**src/rtl/mem_stage_hs_if.sv**
```systemverilog
// Handshake and data-memory bus bundle for the memory pipeline stage.
// The stage itself connects through the slave modport; whatever drives the
// instruction stream and models the memory uses the master modport.
interface mem_stage_hs_if #(
  parameter int DATA_W = 32,
  parameter int ADDR_W = 32,
  parameter int REG_W  = 5,
  parameter int WB_W   = 2
);
  // upstream instruction
  logic                  in_valid;
  logic                  in_ready;
  logic [WB_W-1:0]       wb_in;
  logic                  mem_read;
  logic                  mem_write;
  logic                  branch_in;
  logic [1:0]            size;
  logic                  uns;
  logic                  zero;
  logic [DATA_W-1:0]     result;
  logic [DATA_W-1:0]     write_data;
  logic [REG_W-1:0]      write_reg;

  // data memory
  logic                  dm_req;
  logic                  dm_we;
  logic [ADDR_W-1:0]     dm_addr;
  logic [DATA_W-1:0]     dm_wdata;
  logic [DATA_W/8-1:0]   dm_be;
  logic                  dm_ack;
  logic [DATA_W-1:0]     dm_rdata;

  // retire
  logic                  out_valid;
  logic [WB_W-1:0]       wb_out;
  logic [DATA_W-1:0]     read_data;
  logic [DATA_W-1:0]     result_out;
  logic [REG_W-1:0]      write_reg_out;
  logic                  branch_taken;
  logic                  misalign_err;
  logic                  bus_err;

  modport slave (
    input  in_valid, wb_in, mem_read, mem_write, branch_in, size, uns, zero,
           result, write_data, write_reg, dm_ack, dm_rdata,
    output in_ready, dm_req, dm_we, dm_addr, dm_wdata, dm_be,
           out_valid, wb_out, read_data, result_out, write_reg_out,
           branch_taken, misalign_err, bus_err
  );

  modport master (
    output in_valid, wb_in, mem_read, mem_write, branch_in, size, uns, zero,
           result, write_data, write_reg, dm_ack, dm_rdata,
    input  in_ready, dm_req, dm_we, dm_addr, dm_wdata, dm_be,
           out_valid, wb_out, read_data, result_out, write_reg_out,
           branch_taken, misalign_err, bus_err
  );
endinterface

```
**src/rtl/mem_stage_hs.sv**
```systemverilog
// Memory pipeline stage with valid/ready upstream handshake and a req/ack
// data-memory port. Non-memory ops retire one edge after acceptance; memory
// ops hold a registered request until ack or until the wait budget expires.
// The interface instance must be built with the same widths as this module.
//
// state  | meaning
// IDLE   | ready for a new instruction; ALU and misaligned ops retire from here
// ACCESS | request outstanding on the data-memory port, waiting for dm_ack
module mem_stage_hs #(
  parameter int DATA_W  = 32,
  parameter int ADDR_W  = 32,
  parameter int REG_W   = 5,
  parameter int WB_W    = 2,
  parameter int TIMEOUT = 15
) (
  input  logic            clk,
  input  logic            rst,
  mem_stage_hs_if.slave   bus
);

  localparam int NB    = DATA_W / 8;
  localparam int OFF_W = $clog2(NB);
  localparam logic [7:0] TO_LAST = 8'(TIMEOUT - 1);

  typedef enum logic [0:0] {
    IDLE   = 1'b0,
    ACCESS = 1'b1
  } state_t;

  state_t state, state_nx;

  logic              is_mem;
  logic              aligned;
  logic [2:0]        in_off;
  logic [NB-1:0]     be_base;
  logic [NB-1:0]     in_be;
  logic [DATA_W-1:0] in_wdata;

  logic              go_alu, go_mis, go_mem, done_ok, done_to;
  logic [7:0]        cnt;

  logic [WB_W-1:0]   q_wb;
  logic              q_we;
  logic [1:0]        q_size;
  logic              q_uns;
  logic [2:0]        q_off;
  logic [DATA_W-1:0] q_result;
  logic [REG_W-1:0]  q_reg;
  logic              q_branch;

  logic [DATA_W-1:0] shifted;
  logic [DATA_W-1:0] load_data;

  assign is_mem      = bus.mem_read | bus.mem_write;
  assign in_off      = 3'(bus.result[OFF_W-1:0]);
  assign bus.in_ready = (state == IDLE);

  // alignment of the incoming access; dword only exists on a 64-bit datapath
  always_comb begin
    aligned = 1'b0;
    case (bus.size)
      2'b00:   aligned = 1'b1;
      2'b01:   aligned = ~in_off[0];
      2'b10:   aligned = (in_off[1:0] == 2'b00);
      default: aligned = (DATA_W == 64) && (in_off == 3'b000);
    endcase
  end

  // byte enables and lane-replicated store data for the incoming access
  always_comb begin
    be_base  = '1;
    in_wdata = bus.write_data;
    case (bus.size)
      2'b00: begin
        be_base  = NB'(1);
        in_wdata = {NB{bus.write_data[7:0]}};
      end
      2'b01: begin
        be_base  = NB'(3);
        in_wdata = {(NB/2){bus.write_data[15:0]}};
      end
      2'b10: begin
        be_base  = NB'(15);
        in_wdata = {(NB/4){bus.write_data[31:0]}};
      end
      default: begin
        be_base  = '1;
        in_wdata = bus.write_data;
      end
    endcase
    in_be = be_base << in_off;
  end

  // state register
  always_ff @(posedge clk or negedge rst) begin
    if (!rst) state <= IDLE;
    else      state <= state_nx;
  end

  // next state and per-cycle actions; ack beats an expiring wait counter
  always_comb begin
    state_nx = state;
    go_alu   = 1'b0;
    go_mis   = 1'b0;
    go_mem   = 1'b0;
    done_ok  = 1'b0;
    done_to  = 1'b0;
    case (state)
      IDLE: begin
        if (bus.in_valid) begin
          if (!is_mem) begin
            go_alu = 1'b1;
          end else if (!aligned) begin
            go_mis = 1'b1;
          end else begin
            go_mem   = 1'b1;
            state_nx = ACCESS;
          end
        end
      end
      ACCESS: begin
        if (bus.dm_ack) begin
          done_ok  = 1'b1;
          state_nx = IDLE;
        end else if (cnt == TO_LAST) begin
          done_to  = 1'b1;
          state_nx = IDLE;
        end
      end
      default: state_nx = IDLE;
    endcase
  end

  // wait counter: counts ACCESS cycles that passed without an ack
  always_ff @(posedge clk or negedge rst) begin
    if (!rst) begin
      cnt <= '0;
    end else if (state == ACCESS && !done_ok && !done_to) begin
      cnt <= cnt + 8'd1;
    end else begin
      cnt <= '0;
    end
  end

  // lane extraction and extension of the returned load word
  always_comb begin
    shifted   = bus.dm_rdata >> {q_off, 3'b000};
    load_data = shifted;
    case (q_size)
      2'b00: begin
        if (q_uns) load_data = DATA_W'(shifted[7:0]);
        else       load_data = DATA_W'($signed(shifted[7:0]));
      end
      2'b01: begin
        if (q_uns) load_data = DATA_W'(shifted[15:0]);
        else       load_data = DATA_W'($signed(shifted[15:0]));
      end
      2'b10: begin
        if (q_uns) load_data = DATA_W'(shifted[31:0]);
        else       load_data = DATA_W'($signed(shifted[31:0]));
      end
      default: load_data = shifted;
    endcase
  end

  // captured instruction, memory port registers and retire outputs
  always_ff @(posedge clk or negedge rst) begin
    if (!rst) begin
      q_wb              <= '0;
      q_we              <= 1'b0;
      q_size            <= '0;
      q_uns             <= 1'b0;
      q_off             <= '0;
      q_result          <= '0;
      q_reg             <= '0;
      q_branch          <= 1'b0;
      bus.dm_req        <= 1'b0;
      bus.dm_we         <= 1'b0;
      bus.dm_addr       <= '0;
      bus.dm_wdata      <= '0;
      bus.dm_be         <= '0;
      bus.out_valid     <= 1'b0;
      bus.wb_out        <= '0;
      bus.read_data     <= '0;
      bus.result_out    <= '0;
      bus.write_reg_out <= '0;
      bus.branch_taken  <= 1'b0;
      bus.misalign_err  <= 1'b0;
      bus.bus_err       <= 1'b0;
    end else begin
      // flags only live for the single retire cycle
      bus.out_valid    <= 1'b0;
      bus.branch_taken <= 1'b0;
      bus.misalign_err <= 1'b0;
      bus.bus_err      <= 1'b0;

      if (go_alu) begin
        bus.out_valid     <= 1'b1;
        bus.wb_out        <= bus.wb_in;
        bus.result_out    <= bus.result;
        bus.write_reg_out <= bus.write_reg;
        bus.branch_taken  <= bus.branch_in & bus.zero;
        bus.read_data     <= '0;
      end

      if (go_mis) begin
        bus.out_valid     <= 1'b1;
        bus.misalign_err  <= 1'b1;
        bus.wb_out        <= '0;
        bus.result_out    <= bus.result;
        bus.write_reg_out <= bus.write_reg;
        bus.branch_taken  <= bus.branch_in & bus.zero;
        bus.read_data     <= '0;
      end

      if (go_mem) begin
        q_wb         <= bus.wb_in;
        q_we         <= bus.mem_write;
        q_size       <= bus.size;
        q_uns        <= bus.uns;
        q_off        <= in_off;
        q_result     <= bus.result;
        q_reg        <= bus.write_reg;
        q_branch     <= bus.branch_in & bus.zero;
        bus.dm_req   <= 1'b1;
        bus.dm_we    <= bus.mem_write;
        bus.dm_addr  <= ADDR_W'(bus.result);
        bus.dm_be    <= in_be;
        bus.dm_wdata <= in_wdata;
      end

      if (done_ok) begin
        bus.dm_req        <= 1'b0;
        bus.dm_we         <= 1'b0;
        bus.out_valid     <= 1'b1;
        bus.wb_out        <= q_wb;
        bus.result_out    <= q_result;
        bus.write_reg_out <= q_reg;
        bus.branch_taken  <= q_branch;
        bus.read_data     <= q_we ? '0 : load_data;
      end

      if (done_to) begin
        bus.dm_req        <= 1'b0;
        bus.dm_we         <= 1'b0;
        bus.out_valid     <= 1'b1;
        bus.bus_err       <= 1'b1;
        bus.wb_out        <= '0;
        bus.result_out    <= q_result;
        bus.write_reg_out <= q_reg;
        bus.branch_taken  <= q_branch;
        bus.read_data     <= '0;
      end
    end
  end

endmodule

```
**src/flat_wrapper.sv**
```systemverilog
// flat-port wrapper written by rule: the top's interface ports become plain ports
module mem_stage_hs_flat 
#(
  parameter int DATA_W  = 32,
  parameter int ADDR_W  = 32,
  parameter int REG_W   = 5,
  parameter int WB_W    = 2,
  parameter int TIMEOUT = 15
)
  (clk, rst, bus_in_valid, bus_wb_in, bus_mem_read, bus_mem_write, bus_branch_in, bus_size, bus_uns, bus_zero, bus_result, bus_write_data, bus_write_reg, bus_dm_ack, bus_dm_rdata, bus_in_ready, bus_dm_req, bus_dm_we, bus_dm_addr, bus_dm_wdata, bus_dm_be, bus_out_valid, bus_wb_out, bus_read_data, bus_result_out, bus_write_reg_out, bus_branch_taken, bus_misalign_err, bus_bus_err);
  mem_stage_hs_if #(.DATA_W(DATA_W), .ADDR_W(ADDR_W), .REG_W(REG_W), .WB_W(WB_W)) bus_i ();
  input  logic clk;
  input  logic rst;
  input wire logic [$bits(bus_i.in_valid)-1:0] bus_in_valid;
  input wire logic [$bits(bus_i.wb_in)-1:0] bus_wb_in;
  input wire logic [$bits(bus_i.mem_read)-1:0] bus_mem_read;
  input wire logic [$bits(bus_i.mem_write)-1:0] bus_mem_write;
  input wire logic [$bits(bus_i.branch_in)-1:0] bus_branch_in;
  input wire logic [$bits(bus_i.size)-1:0] bus_size;
  input wire logic [$bits(bus_i.uns)-1:0] bus_uns;
  input wire logic [$bits(bus_i.zero)-1:0] bus_zero;
  input wire logic [$bits(bus_i.result)-1:0] bus_result;
  input wire logic [$bits(bus_i.write_data)-1:0] bus_write_data;
  input wire logic [$bits(bus_i.write_reg)-1:0] bus_write_reg;
  input wire logic [$bits(bus_i.dm_ack)-1:0] bus_dm_ack;
  input wire logic [$bits(bus_i.dm_rdata)-1:0] bus_dm_rdata;
  output wire logic [$bits(bus_i.in_ready)-1:0] bus_in_ready;
  output wire logic [$bits(bus_i.dm_req)-1:0] bus_dm_req;
  output wire logic [$bits(bus_i.dm_we)-1:0] bus_dm_we;
  output wire logic [$bits(bus_i.dm_addr)-1:0] bus_dm_addr;
  output wire logic [$bits(bus_i.dm_wdata)-1:0] bus_dm_wdata;
  output wire logic [$bits(bus_i.dm_be)-1:0] bus_dm_be;
  output wire logic [$bits(bus_i.out_valid)-1:0] bus_out_valid;
  output wire logic [$bits(bus_i.wb_out)-1:0] bus_wb_out;
  output wire logic [$bits(bus_i.read_data)-1:0] bus_read_data;
  output wire logic [$bits(bus_i.result_out)-1:0] bus_result_out;
  output wire logic [$bits(bus_i.write_reg_out)-1:0] bus_write_reg_out;
  output wire logic [$bits(bus_i.branch_taken)-1:0] bus_branch_taken;
  output wire logic [$bits(bus_i.misalign_err)-1:0] bus_misalign_err;
  output wire logic [$bits(bus_i.bus_err)-1:0] bus_bus_err;
  assign bus_i.in_valid = bus_in_valid;
  assign bus_i.wb_in = bus_wb_in;
  assign bus_i.mem_read = bus_mem_read;
  assign bus_i.mem_write = bus_mem_write;
  assign bus_i.branch_in = bus_branch_in;
  assign bus_i.size = bus_size;
  assign bus_i.uns = bus_uns;
  assign bus_i.zero = bus_zero;
  assign bus_i.result = bus_result;
  assign bus_i.write_data = bus_write_data;
  assign bus_i.write_reg = bus_write_reg;
  assign bus_i.dm_ack = bus_dm_ack;
  assign bus_i.dm_rdata = bus_dm_rdata;
  assign bus_in_ready = bus_i.in_ready;
  assign bus_dm_req = bus_i.dm_req;
  assign bus_dm_we = bus_i.dm_we;
  assign bus_dm_addr = bus_i.dm_addr;
  assign bus_dm_wdata = bus_i.dm_wdata;
  assign bus_dm_be = bus_i.dm_be;
  assign bus_out_valid = bus_i.out_valid;
  assign bus_wb_out = bus_i.wb_out;
  assign bus_read_data = bus_i.read_data;
  assign bus_result_out = bus_i.result_out;
  assign bus_write_reg_out = bus_i.write_reg_out;
  assign bus_branch_taken = bus_i.branch_taken;
  assign bus_misalign_err = bus_i.misalign_err;
  assign bus_bus_err = bus_i.bus_err;
  mem_stage_hs #(.DATA_W(DATA_W), .ADDR_W(ADDR_W), .REG_W(REG_W), .WB_W(WB_W), .TIMEOUT(TIMEOUT)) u_core (.clk(clk), .rst(rst), .bus(bus_i));
endmodule
```
**config.mk**
```make
export PLATFORM = sky130hd
export DESIGN_NAME = mem_stage_hs_flat
export DESIGN_NICKNAME = d
export VERILOG_FILES = /design/src/rtl/mem_stage_hs_if.sv /design/src/rtl/mem_stage_hs.sv /design/src/flat_wrapper.sv
export SDC_FILE = /design/constraint.sdc
export NUM_CORES = 1
export LEC_CHECK = 0
export ABC_AREA = 1
export CORE_UTILIZATION = 45
export CTS_BUF_LIST = sky130_fd_sc_hd__clkbuf_4
export DETAILED_ROUTE_END_ITERATION = 7
export PLACE_DENSITY = 0.77
export REMOVE_ABC_BUFFERS = 1
export SLEW_MARGIN = 20
export SYNTH_ARGS = -nofsm -noshare
export SYNTH_HDL_FRONTEND = slang
export SYNTH_SLANG_ARGS = --single-unit
```
**constraint.sdc**
```tcl
create_clock -name clk -period 4.4 [get_ports clk]
set_input_delay 0.88 -clock clk [delete_from_list [all_inputs] [get_ports clk]]
set_output_delay 0.88 -clock clk [all_outputs]
set_load 0.02 [all_outputs]
```
Word-level counts from Yosys, hierarchy flattened
Index checks and enable logic that the tools add are counted.
{"block": "totals", "ff_bits": 168, "input_bits": 114, "output_inout_bits": 146, "elab_cells": 101}
{"block": "op_classes", "add_sub_neg": 1, "n_eq_ne": 4, "shifts": 2, "n_mux": 59, "n_bitwise": 4, "n_reduce_logical": 9}
{"op": "two-way mux 32 bit", "n": 11}
{"op": "case mux 32 bit (2 select lines)", "n": 2}
{"op": "two-way mux 1 bit", "n": 34}
{"op": "right shift 32 x 5 -> 32 bit", "n": 1}
{"op": "two-way mux 5 bit", "n": 4}
{"op": "adder 8 x 1 -> 8 bit, second input constant", "n": 1}
{"op": "equality test 8 x 4 -> 1 bit, second input constant", "n": 1}
{"op": "two-way mux 2 bit", "n": 4}
{"op": "two-way mux 8 bit", "n": 1}
{"op": "case mux 4 bit (2 select lines)", "n": 1}
{"op": "zero test 2 bit", "n": 3}
{"op": "equality test 2 x 1 -> 1 bit, second input constant", "n": 2}
{"op": "nonzero test 4 bit", "n": 1}
{"op": "left shift 4 x 2 -> 4 bit", "n": 1}
{"op": "case mux 1 bit (3 select lines)", "n": 1}
{"op": "nonzero test 3 bit", "n": 1}
{"op": "equality test 2 bit, second input constant", "n": 1}
{"op": "logical AND 1 bit", "n": 2}
{"op": "zero test 1 bit", "n": 2}
{"op": "NOT 1 bit", "n": 2}
{"op": "case mux 1 bit (2 select lines)", "n": 1}
{"op": "bitwise AND 1 bit", "n": 1}
{"op": "OR 1 bit", "n": 1}

Logic depth before layout (Yosys ltp)
{"block": "logic_depth", "depth_word": 9, "depth_mapped": 12, "mapped_depth_nobuf": 9}

Least setup slack after synthesis
Ideal clock, no wire load.
{"block": "synth_path", "path_kind": "in2reg", "start": "in bus_size[1]", "end": "reg u_core.bus.result_out[10] (netlist name)", "setup_ps": 117, "arrival_ps": 1817, "required_ps": 4283, "setup_slack_ps": 2466, "stages": 11, "path_buffers": 3, "cell_sequence": "buf_2 > inv_2 > nand2_1 > nand2_2 > nor2_4 > nor2_2 > nand2_2 > buf_6 > buf_6 > nand2_1 > nand2_1"}
{"block": "synth_between", "elab_chain_cells": 9, "word_cells_on_any_way": 12, "classes_between": "2 x eq/ne; 8 x mux; 2 x reduce/logical"}
{"item": "from (decl)", "line_no": "flat_wrapper.sv:19", "source": "input wire logic [$bits(bus_i.size)-1:0] bus_size;"}
{"item": "equality test 2 bit, or another cell as far along", "line_no": "mem_stage_hs.sv:61", "source": "case (bus.size)"}
{"item": "case mux 1 bit (3 select lines) (*)", "line_no": "mem_stage_hs.sv:61"}
{"item": "two-way mux 1 bit (*)", "line_no": "mem_stage_hs.sv:113", "source": "end else if (!aligned) begin"}
{"item": "two-way mux 1 bit (*)", "line_no": "mem_stage_hs.sv:111", "source": "if (!is_mem) begin"}
{"item": "two-way mux 1 bit (*)", "line_no": "mem_stage_hs.sv:110", "source": "if (bus.in_valid) begin"}
{"item": "two-way mux 1 bit (*)", "line_no": "mem_stage_hs.sv:108", "source": "case (state)"}
{"item": "via u_core.go_mis", "line_no": "mem_stage_hs.sv:39", "source": "logic go_alu, go_mis, go_mem, done_ok, done_to;"}
{"item": "two-way mux 32 bit", "line_no": "mem_stage_hs.sv:206", "source": "if (go_mis) begin"}
{"item": "two-way mux 32 bit", "line_no": "mem_stage_hs.sv:232", "source": "if (done_ok) begin"}
{"item": "two-way mux 32 bit", "line_no": "mem_stage_hs.sv:243", "source": "if (done_to) begin"}
{"item": "to (signal assigned)", "line_no": "mem_stage_hs.sv:210", "source": "bus.result_out <= bus.result;"}
{"item": "to (signal assigned)", "line_no": "mem_stage_hs.sv:237", "source": "bus.result_out <= q_result;"}
{"item": "to (signal assigned)", "line_no": "mem_stage_hs.sv:249", "source": "bus.result_out <= q_result;"}
{"item": "to (decl)", "line_no": "mem_stage_hs_if.sv:47", "source": "out_valid, wb_out, read_data, result_out, write_reg_out,"}
Mark *: on every way through the listed nets, which the timed path passes. The rest lies on a longest branch.
A chain may end at the register's enable or synchronous reset.

Worst setup path in the final report
{"block": "layout_path", "start": "reg u_core.state", "end": "out bus_in_ready"}
{"block": "layout_between", "elab_chain_cells": 1}
{"item": "from (decl)", "line_no": "mem_stage_hs.sv:30", "source": "state_t state, state_nx;"}
{"item": "from (signal assigned)", "line_no": "mem_stage_hs.sv:97", "source": "else state <= state_nx;"}
{"item": "NOT 1 bit", "line_no": "mem_stage_hs.sv:56", "source": "assign bus.in_ready = (state == IDLE);"}
{"item": "to (decl)", "line_no": "flat_wrapper.sv:27", "source": "output wire logic [$bits(bus_i.in_ready)-1:0] bus_in_ready;"}
Every way passes these cells.

==> key figures <==
Yosys
  • Syn Inst Count: 1142
  • Post-synthesis sequential area ratio: 0.484
  • Top-area cell type share of the netlist area: 0.484
  • Yosys top cell by area: dfrtp_1
  • Syn_area_per_cell: 7.51 sq um
  • Synth area leaders: dfrtp_1 48%, nand2_1 19%, o21ai_0 7.1%
  • Prevailing post-synth register cell: dfrtp_1
  • Most numerous cell in the Yosys netlist: nand2_1
  • Number of flops mapped to enable cells by yosys: 0
  • Synth Register Bits: 166
  • Synth warn: 0
  • Yosys cell types: 27
  • Asr flop ratio synth: 1.00
  • Cell Area, Synth: 8580 sq um
  • Top post-synthesis cells by count: 438 x nand2_1, 166 x dfrtp_1, 122 x o21ai_0

Status
  • Status: complete, no violations

Floorplan
  • Core Region: 18700 sq um
  • Num rows: 50
  • Die area: 19600 sq um
  • Starting Density: 0.459
  • Die W: 140 um
  • DIE HEIGHT: 140 um
  • IO Pins: 260

Critical path
  • Startpoint types: register
  • CP Data Arrival Time: 2.05 ns
  • CP Class: reg2out
  • Maximum fanout along the worst path: 13
  • Crit. End Element: output port
  • Worst EP required: 3.52 ns

Global route
  • First-pass GRT wire length: 40100 um
  • GRT Residual Overflow: 0
  • Largest net degree at the start of global routing: 89
  • Initial antenna violation count: 1
  • Vias in the first global route: 7794
  • Total Routing Usage GR: 0.258

Layout
  • Area growth syn-to-layout: 33.1%
  • Footprint of the multi-input gates: 3680 sq um
  • Cell Count, Final, Fillers Out: 1599
  • Register area: 4150 sq um
  • Share of cells above drive strength 1: 0.0477
  • Fillcell total: 1713
  • Layout Utilization: 0.610
  • Post-layout instance area: 11400 sq um
  • # nets final: 1466

Clock tree
  • Cts repair resizes: 0
  • Clock transition at path regs: 0.14 ns
  • Clock Tree Buf Depth: 2
  • Worst-skew pair later-pin latency: 0.56 ns
  • CTS tree: yes
  • Num CTS Buffers: 17
  • Post-CTS Setup Inserts: 0
  • CTS root buf: clkbuf_4
  • H-tree depth: 4
  • Clk sink count: 166
  • Hold-fix buffers at CTS: 0

Place
  • Placed Area: 11100 sq um
  • # port buffers: 259
  • Post-DP HPWL: 16400 um
  • Dpl cells: 1565
  • GPL Wtd Cong: 0.863
  • Pre-CTS WS: 1.33 ns

Power and ir drop
  • Leak: 5.56 nW
  • Peak supply drop: 221 uV
  • Power Total: 5.20 mW
  • Pwr dens: 456 nW/um^2

Routing
  • Initial DRC Count: 715
  • DRT Wirelength: 25100 um
  • Remaining antenna violation count: 0
  • Vias: 8390
  • Post-route DRC: 0
  • DR WL/cell: 15.7 um
  • Vias/cell: 5.25
  • Detailed Routing Iterations Pass 1: 7

STA
  • Clk_skew: 0.0178 ns
  • Actual slew at the worst max-slew pin: 0.909 ns
  • Final hold vios: 0
  • RSZ-0062 raised after global routing: no
  • Hold slack: 0.359 ns
  • Setup TNS: 0 ns
  • Pins Over Slew Limit: 0
  • Final setup vio count: 0
  • Post-route minimum period: 2.93 ns
  • Max-slew headroom: 0.393
  • Final Worst Setup Slack: 1.47 ns
  • Peak Freq: 0.341 GHz
  • Final worst path period share: 0.666

Hold path
  • Worst Hold Class: in2async

Flow run
  • MaxCap Viol Count: 0
[cell type report]
cell class	count	area share
antenna	2	0.000438
clock buffer	17	0.0112
clock inverter	15	0.0156
inverter	72	0.0238
multi-input combinational	821	0.323
sequential	166	0.364
tap	234	0.0256
timing repair buffer	272	0.237
[layer usage]
layer	part of all wire	track usage	up-vias
li1	-	-	4112
met1	0.42	0.335	3911
met2	0.48	0.427	318
met3	0.061	0.0427	49
met4	0.032	0.109	0
met5	0	0	-
[final timing paths]
path	start	endpoint	slack [ns]	depth (start not counted)
min in group clk	u_core.bus.dm_wdata[7]	u_core.bus.dm_wdata[7]	0.50	2
max in group asynchronous	rst	u_core.bus.result_out[7]	3.11	2
setup / recovery	u_core.state	bus_in_ready	1.47	2
setup reg to reg	u_core.cnt[0]	u_core.bus.result_out[15]	1.69	10
hold / removal	rst	u_core.bus.out_valid	0.36	1
hold reg to reg	u_core.bus.dm_wdata[7]	u_core.bus.dm_wdata[7]	0.50	2
[cell usage in the layout (no fill, tap or decap), types with 8 or more instances in the layout]
cell type,netlist,final
a21oi_1,54,54
buf_4,13,12
clkbuf_4,0,17
clkdlybuf4s50_1,0,258
dfrtp_1,166,166
inv_1,65,65
nand2_1,438,438
nand3_1,97,97
nand4_1,38,38
nor2_1,32,32
o211ai_1,8,8
o21ai_0,122,122
[where the power goes]
group | internal (mW) | switching (mW)
Combinational | 0.914 | 1.19
Clock | 0.397 | 0.574
Sequential | 1.88 | 0.252
Total | 3.19 | 2.01
[critical path, cell delays in order, from the launching register on]
cell	delay, ns
dfrtp_1	0.72
clkinv_2	0.20
clkdlybuf4s50_1	0.58
[logic make-up after synthesis]
| family | synth area share |
|---|---|
| fa+ha+maj | 0.00292 |
| flops | 0.484 |
| compound gates | 0.114 |
| simple gates | 0.306 |
| buf+inv | 0.0890 |
| xor+xnor | 0.00306 |
Note: power is estimated with default switching activity, not from simulation.
